--- src/rtl/cpu_pkg.sv ---
// Shared pipeline types: register-file address/data widths and the writeback request
// record used by WB_stage, the long-latency unit and the write-port arbiter.
package cpu_pkg;

    localparam int REG_ADDR_W = 5;
    localparam int DATA_W     = 32;

    typedef struct packed {
        logic                  valid;
        logic [REG_ADDR_W-1:0] rd;
        logic [DATA_W-1:0]     data;
    } wb_req_t;

endpackage

--- src/rtl/wb_result_fifo.sv ---
// Small buffer for long-latency results waiting for a free register-file write slot.
// Entries can be invalidated in place when a younger pipeline write targets the same register.
module wb_result_fifo
    import cpu_pkg::*;
#(
    parameter int DEPTH = 2,
    localparam int PTR_W = $clog2(DEPTH),
    localparam int CNT_W = $clog2(DEPTH) + 1
) (
    input  logic                  clk,
    input  logic                  reset,
    input  logic                  push,
    input  logic [REG_ADDR_W-1:0] push_reg,
    input  logic [DATA_W-1:0]     push_data,
    input  logic                  pop,
    input  logic                  squash,
    input  logic [REG_ADDR_W-1:0] squash_reg,
    input  logic [REG_ADDR_W-1:0] rs,
    input  logic [REG_ADDR_W-1:0] rt,
    output logic                  head_valid,
    output logic [REG_ADDR_W-1:0] head_reg,
    output logic [DATA_W-1:0]     head_data,
    output logic [CNT_W-1:0]      count,
    output logic [DEPTH-1:0]      rs_match,
    output logic [DEPTH-1:0]      rt_match
);

    wb_req_t          entries [DEPTH];
    logic [PTR_W-1:0] head_ptr;
    logic [PTR_W-1:0] tail_ptr;

    // Squash runs before pop/push so a same-cycle enqueue to the squashed register survives.
    always_ff @(posedge clk) begin
        if (reset) begin
            head_ptr <= '0;
            tail_ptr <= '0;
            count    <= '0;
            for (int i = 0; i < DEPTH; i++) begin
                entries[i].valid <= 1'b0;
            end
        end else begin
            for (int i = 0; i < DEPTH; i++) begin
                if (squash && entries[i].valid && (entries[i].rd == squash_reg)) begin
                    entries[i].valid <= 1'b0;
                end
            end
            if (pop) begin
                entries[head_ptr].valid <= 1'b0;
                head_ptr                <= head_ptr + PTR_W'(1);
            end
            if (push) begin
                entries[tail_ptr].valid <= 1'b1;
                entries[tail_ptr].rd    <= push_reg;
                entries[tail_ptr].data  <= push_data;
                tail_ptr                <= tail_ptr + PTR_W'(1);
            end
            case ({push, pop})
                2'b10:   count <= count + CNT_W'(1);
                2'b01:   count <= count - CNT_W'(1);
                default: count <= count;
            endcase
        end
    end

    assign head_valid = entries[head_ptr].valid;
    assign head_reg   = entries[head_ptr].rd;
    assign head_data  = entries[head_ptr].data;

    always_comb begin
        rs_match = '0;
        rt_match = '0;
        for (int i = 0; i < DEPTH; i++) begin
            rs_match[i] = entries[i].valid && (entries[i].rd == rs);
            rt_match[i] = entries[i].valid && (entries[i].rd == rt);
        end
    end

endmodule

--- src/rtl/rf_write_arbiter.sv ---
// Arbitrates the single register-file write port: pipeline writeback first, then buffered
// long-latency results, then a direct LLU bypass; also drives hazard and bubble requests.
module rf_write_arbiter
    import cpu_pkg::*;
#(
    parameter int FIFO_DEPTH   = 2,
    parameter int STARVE_LIMIT = 4
) (
    input  logic                  clk,
    input  logic                  reset,
    input  logic                  RegWrite_WB,
    input  logic [REG_ADDR_W-1:0] write_reg_WB,
    input  logic [DATA_W-1:0]     write_data_WB,
    input  logic                  llu_valid,
    output logic                  llu_ready,
    input  logic [REG_ADDR_W-1:0] llu_write_reg,
    input  logic [DATA_W-1:0]     llu_write_data,
    input  logic [REG_ADDR_W-1:0] rs_ID,
    input  logic [REG_ADDR_W-1:0] rt_ID,
    output logic                  busy_rs_ID,
    output logic                  busy_rt_ID,
    output logic                  wb_hold,
    output logic                  RegWrite_ID,
    output logic [REG_ADDR_W-1:0] write_reg_ID,
    output logic [DATA_W-1:0]     write_data_ID
);

    localparam int CNT_W    = $clog2(FIFO_DEPTH) + 1;
    localparam int STARVE_W = $clog2(STARVE_LIMIT + 1);

    logic                  pipe_eff;
    logic                  fifo_empty;
    logic                  bypass_ok;
    logic                  grant_head;
    logic                  llu_accept;
    logic                  push;
    logic                  pop;
    logic                  head_valid;
    logic [REG_ADDR_W-1:0] head_reg;
    logic [DATA_W-1:0]     head_data;
    logic [CNT_W-1:0]      count;
    logic [FIFO_DEPTH-1:0] rs_match;
    logic [FIFO_DEPTH-1:0] rt_match;
    logic [STARVE_W-1:0]   starve_cnt;
    wb_req_t               grant;

    assign pipe_eff   = RegWrite_WB && (write_reg_WB != '0);
    assign fifo_empty = (count == '0);
    assign llu_ready  = (count < CNT_W'(FIFO_DEPTH));
    assign llu_accept = llu_valid && llu_ready;
    assign bypass_ok  = fifo_empty && llu_valid && (llu_write_reg != '0);
    assign grant_head = !pipe_eff && head_valid;

    // A squashed (invalid) head is retired silently whenever the pipeline is not using the slot.
    assign pop  = !fifo_empty && (!head_valid || !pipe_eff);
    assign push = llu_accept && (llu_write_reg != '0) && !(!pipe_eff && bypass_ok);

    always_comb begin
        grant = '0;
        if (pipe_eff) begin
            grant.valid = 1'b1;
            grant.rd    = write_reg_WB;
            grant.data  = write_data_WB;
        end else if (head_valid) begin
            grant.valid = 1'b1;
            grant.rd    = head_reg;
            grant.data  = head_data;
        end else if (bypass_ok) begin
            grant.valid = 1'b1;
            grant.rd    = llu_write_reg;
            grant.data  = llu_write_data;
        end
    end

    wb_result_fifo #(
        .DEPTH(FIFO_DEPTH)
    ) u_fifo (
        .clk        (clk),
        .reset      (reset),
        .push       (push),
        .push_reg   (llu_write_reg),
        .push_data  (llu_write_data),
        .pop        (pop),
        .squash     (pipe_eff),
        .squash_reg (write_reg_WB),
        .rs         (rs_ID),
        .rt         (rt_ID),
        .head_valid (head_valid),
        .head_reg   (head_reg),
        .head_data  (head_data),
        .count      (count),
        .rs_match   (rs_match),
        .rt_match   (rt_match)
    );

    assign busy_rs_ID = (rs_ID != '0) && (|rs_match);
    assign busy_rt_ID = (rt_ID != '0) && (|rt_match);

    always_ff @(posedge clk) begin
        if (reset || fifo_empty || grant_head) begin
            starve_cnt <= '0;
        end else if (starve_cnt != STARVE_W'(STARVE_LIMIT)) begin
            starve_cnt <= starve_cnt + STARVE_W'(1);
        end
    end

    assign wb_hold = (starve_cnt == STARVE_W'(STARVE_LIMIT));

    // Register and data keep their last values when no write is granted.
    always_ff @(posedge clk) begin
        if (reset) begin
            RegWrite_ID   <= 1'b0;
            write_reg_ID  <= '0;
            write_data_ID <= '0;
        end else begin
            RegWrite_ID <= grant.valid;
            if (grant.valid) begin
                write_reg_ID  <= grant.rd;
                write_data_ID <= grant.data;
            end
        end
    end

endmodule

--- config.mk ---
export PLATFORM = sky130hd
export DESIGN_NAME = rf_write_arbiter
export DESIGN_NICKNAME = d
export VERILOG_FILES = /design/src/rtl/cpu_pkg.sv /design/src/rtl/wb_result_fifo.sv /design/src/rtl/rf_write_arbiter.sv
export SDC_FILE = /design/constraint.sdc
export NUM_CORES = 1
export LEC_CHECK = 0
export CORE_MARGIN = 4
export CORE_UTILIZATION = 35
export CTS_CLUSTER_DIAMETER = 60
export DETAILED_ROUTE_END_ITERATION = 8
export PLACE_DENSITY_LB_ADDON = 0.1
export SLEW_MARGIN = 0
export SYNTH_ARGS = -nofsm -noshare
export SYNTH_HDL_FRONTEND = slang
export SYNTH_SLANG_ARGS = --single-unit
--- constraint.sdc ---
create_clock -name clk -period 7.97 [get_ports clk]
set_input_delay 1.594 -clock clk [delete_from_list [all_inputs] [get_ports clk]]
set_output_delay 1.594 -clock clk [all_outputs]
set_load 0.02 [all_outputs]
==> flow_summary.ini <==
[critical_path]
timing.critical_path.slowest_stage_cell = clkdlybuf4s50_1
timing.critical_path.required_ns = 6.38
critPathMaxStageDelay_ns = 0.62
path_cells = clkdlybuf4s50_1 -> xor2_1 -> nor4_1 -> nand3_1 -> a21oi_1 -> clkdlybuf4s50_1
timing_worst_setup_path_type = in -> out
critical_path_arrival_ns = 3.44
critPathMaxFanout = 3
crit_top_cell = clkdlybuf4s50_1
worstSetupEndpointType = primary output
setup.worst_path.start_class = input pin
worstPathBufferInverterCount = 2
cpLargestDelayFamily = buffers and inverters

[clocking]
worstSkewPairLatency_ns = 0.41
ctsHtreeMaxLevel = 4
post_cts_buffers = 0
cts_num_sinks = 122
postCtsHoldBufs = 0
cts_resized = 0
ctsLongestPathBuffers = 2
clk_pin_slew_worst_paths_ns = 0.05
cts_tree = done
clock-root-buffer = clkbuf_16
cts_inserted_buffers = 17

[layout]
layout.cells.non_filler = 829
drive_gt1_share_pct = 16.0
antenna_cells = 0
layout.filler_cells = 1443
area_growth_syn_to_layout_pct = 35.8
final_nets = 691

[timing]
timing.final.crit_period_ns = 5.03
timing.fmax_mhz = 199
setup_violations = 0
maxSlewViolCount = 0
postLayoutSetupSlackWorst_ns = 2.94
fin_setup_tns_ns = 0
timing.clock.skew_ns = 0.0118
timing.final.hold_violations = 0
grt_setup_unrepaired = false
fin_crit_sh_pct = 63.2
maxSlewHeadroom_pct = 25.1
timing_worst_slew_pin_value_ns = 1.12

[routing]
drt-total-wl_mm = 15.9
detailedRoute.firstIterationViolations = 195
route.antenna.remaining_nets = 0
number_of_design_rule_violations_left_after_detail_routing = 0
detail_route.first_pass.iterations = 4
vias = 4320
wl_per_cell_um = 19.2
viasPerCell = 5.21

[global_route]
grt_pass1_wl_mm = 25.2
grt_pass1_vias = 4731
global_router_s_overall_resource_usage_pct = 17.9
antenna_found_initial = 0
remaining_global_route_overflow = 0
grt_start_max_net_pins = 50

[place]
buffer_ports.inserted = 129
pre_cts_ws_ns = 2.96
routabilityCongestion = 0.780
dp_hpwl_mm = 9.80
placedCellCount = 797

[hold_path]
holdCritPathClass = reg -> reg

[synthesis]
synth-seq-cells = 122
syn-cell-area_um2 = 5650
cell_type_with_the_highest_aggregate_area_in_the_netlist = edfxtp_1
synth.top_cells.by_count = edfxtp_1 (74), dfxtp_1 (48), nand3_1 (42)
synth_most_common_cell = edfxtp_1
asyncSetResetFlopFracSynth_pct = 0
synth_seq_area_share_pct = 56.4
yosysUniqueCellTypes = 42
syn_nets = 575
ys_dominant_reg_cell = edfxtp_1
netlist_instances = 484
avgSynthCellArea_um2 = 11.7
post_synth_main_area_contributors = edfxtp_1 (39%), dfxtp_1 (17%), mux2_2 (7.6%)
synth-edff-count = 74
fraction_of_post_synthesis_cell_area_in_the_top_cell_type_by_area_pct = 39.3
ys_warn_count = 0

[pwr]
power_switching_uw = 659
p_comb_share_pct = 27.5
ir_drop_mv = 0.159
p_leak_uw = 0.00252
cell_internal_pwr_uw = 1480
clkPwrFrac_pct = 34.1
power.density_cell_area_nw_per_um2 = 279
netSwitchingFraction_pct = 30.8
seq_power_share_pct = 38.4

[die]
floorplan.core_area_um2 = 15800
floorplan.rows = 46
die-height_um = 135
floorplan.initialDensity_pct = 35.7
die-width_um = 135
fp.dieArea_um2 = 18200
design.portCount = 130

[status]
outcome = finished clean

[run]
cap_violations = 0
==> path summary, 6_finish.rpt <==
path              startpoint               to  slack (ns)  depth (start not counted)
max                 rt_ID[0]       busy_rt_ID        2.94                          6
min reg2reg  u_fifo.count[1]  u_fifo.count[1]        0.53                          2
max reg2reg         register  u_fifo.count[1]        4.90                          5
min          u_fifo.count[1]  u_fifo.count[1]        0.53                          2
==> worst register-to-register path: stages (launching register included) <==
cell     delay [ns]
dfxtp_2        1.01
mux2_2         1.01
a21oi_4        0.13
ha_1           0.36
or3_1          0.35
a21oi_1        0.14
==> sequential cells by signal (all words and copies together) (netlist names), named ones only <==
register         flops
u_fifo.count         2
write_data_ID       32
write_reg_ID         5
starve_cnt           3
u_fifo.tail_ptr      1
RegWrite_ID          1
u_fifo.entries      76
u_fifo.head_ptr      1
==> cells by family after synthesis <==
logic type / share of synthesized area [%]
buffers and inverters: 3.46
muxes: 8.46
adders and majority gates: 0.665
DFF: 56.4
and+or+nand+nor: 12.8
AOI/OAI and AO/OA: 13.1
xor gates and xnor gates: 5.12
==> final cells by class <==
cell class | count | area (µm²) | share of cell area (%)
well taps | 216 | 270 | 3.52
flip-flops and latches | 122 | 3180 | 41.5
clock inverters | 8 | 66.3 | 0.864
inverters | 5 | 18.8 | 0.245
multi-input cells | 320 | 2310 | 30.1
clock buffers | 24 | 502 | 6.54
repair buffers | 134 | 1320 | 17.3
==> power by group through the flow <==
| stage | combinational, µW | clock, µW | sequential, µW |
|---|---|---|---|
| after floorplan | 344 | 0 | 847 |
| after global placement | 585 | 0 | 834 |
| after detailed placement | 593 | 0 | 836 |
| after CTS | 596 | 747 | 824 |
| after global routing | 638 | 774 | 833 |
| final | 587 | 729 | 822 |
==> layout by cell type (no fill, tap or decap), types with 3 or more instances in the layout <==
master	count
clkdlybuf4s50_1	128
edfxtp_1	74
dfxtp_1	47
nand3_1	41
nand2_1	40
mux2_2	38
nor3_1	37
o21ai_0	30
a311oi_1	26
xor2_1	21
clkbuf_16	17
xnor2_1	12
a311oi_2	10
nor4_1	8
nor2_1	7
o21ai_1	7
inv_1	5
mux2i_1	5
clkbuf_8	5
clkinv_2	5
buf_4	5
a21oi_1	4
a211oi_1	3
ha_1	3
==> metrics by stage <==
step                util (%)  cell area [µm²]  hold slack, ns  total power (µW)
global placement        44.9             7100           0.498              1420
CTS                     48.5             7670           0.533              2170
finish                  48.5             7670           0.526              2140
global route            48.5             7670           0.561              2250
floorplan                  -             5650           0.484              1190
detailed placement      44.9             7100           0.525              1430
==> routing by layer <==
metal | global-route usage [%] | share of wire [%] | routed length, µm | up-vias
met5 | 0 | 0 | 0 | -
met4 | 7.05 | 1.9 | 297 | 0
met2 | 29.5 | 48 | 7680 | 124
li1 | - | - | - | 2075
met3 | 4.14 | 5.4 | 863 | 22
met1 | 23.1 | 44 | 7090 | 2099
No activity file was read; power rests on OpenSTA's default activity.
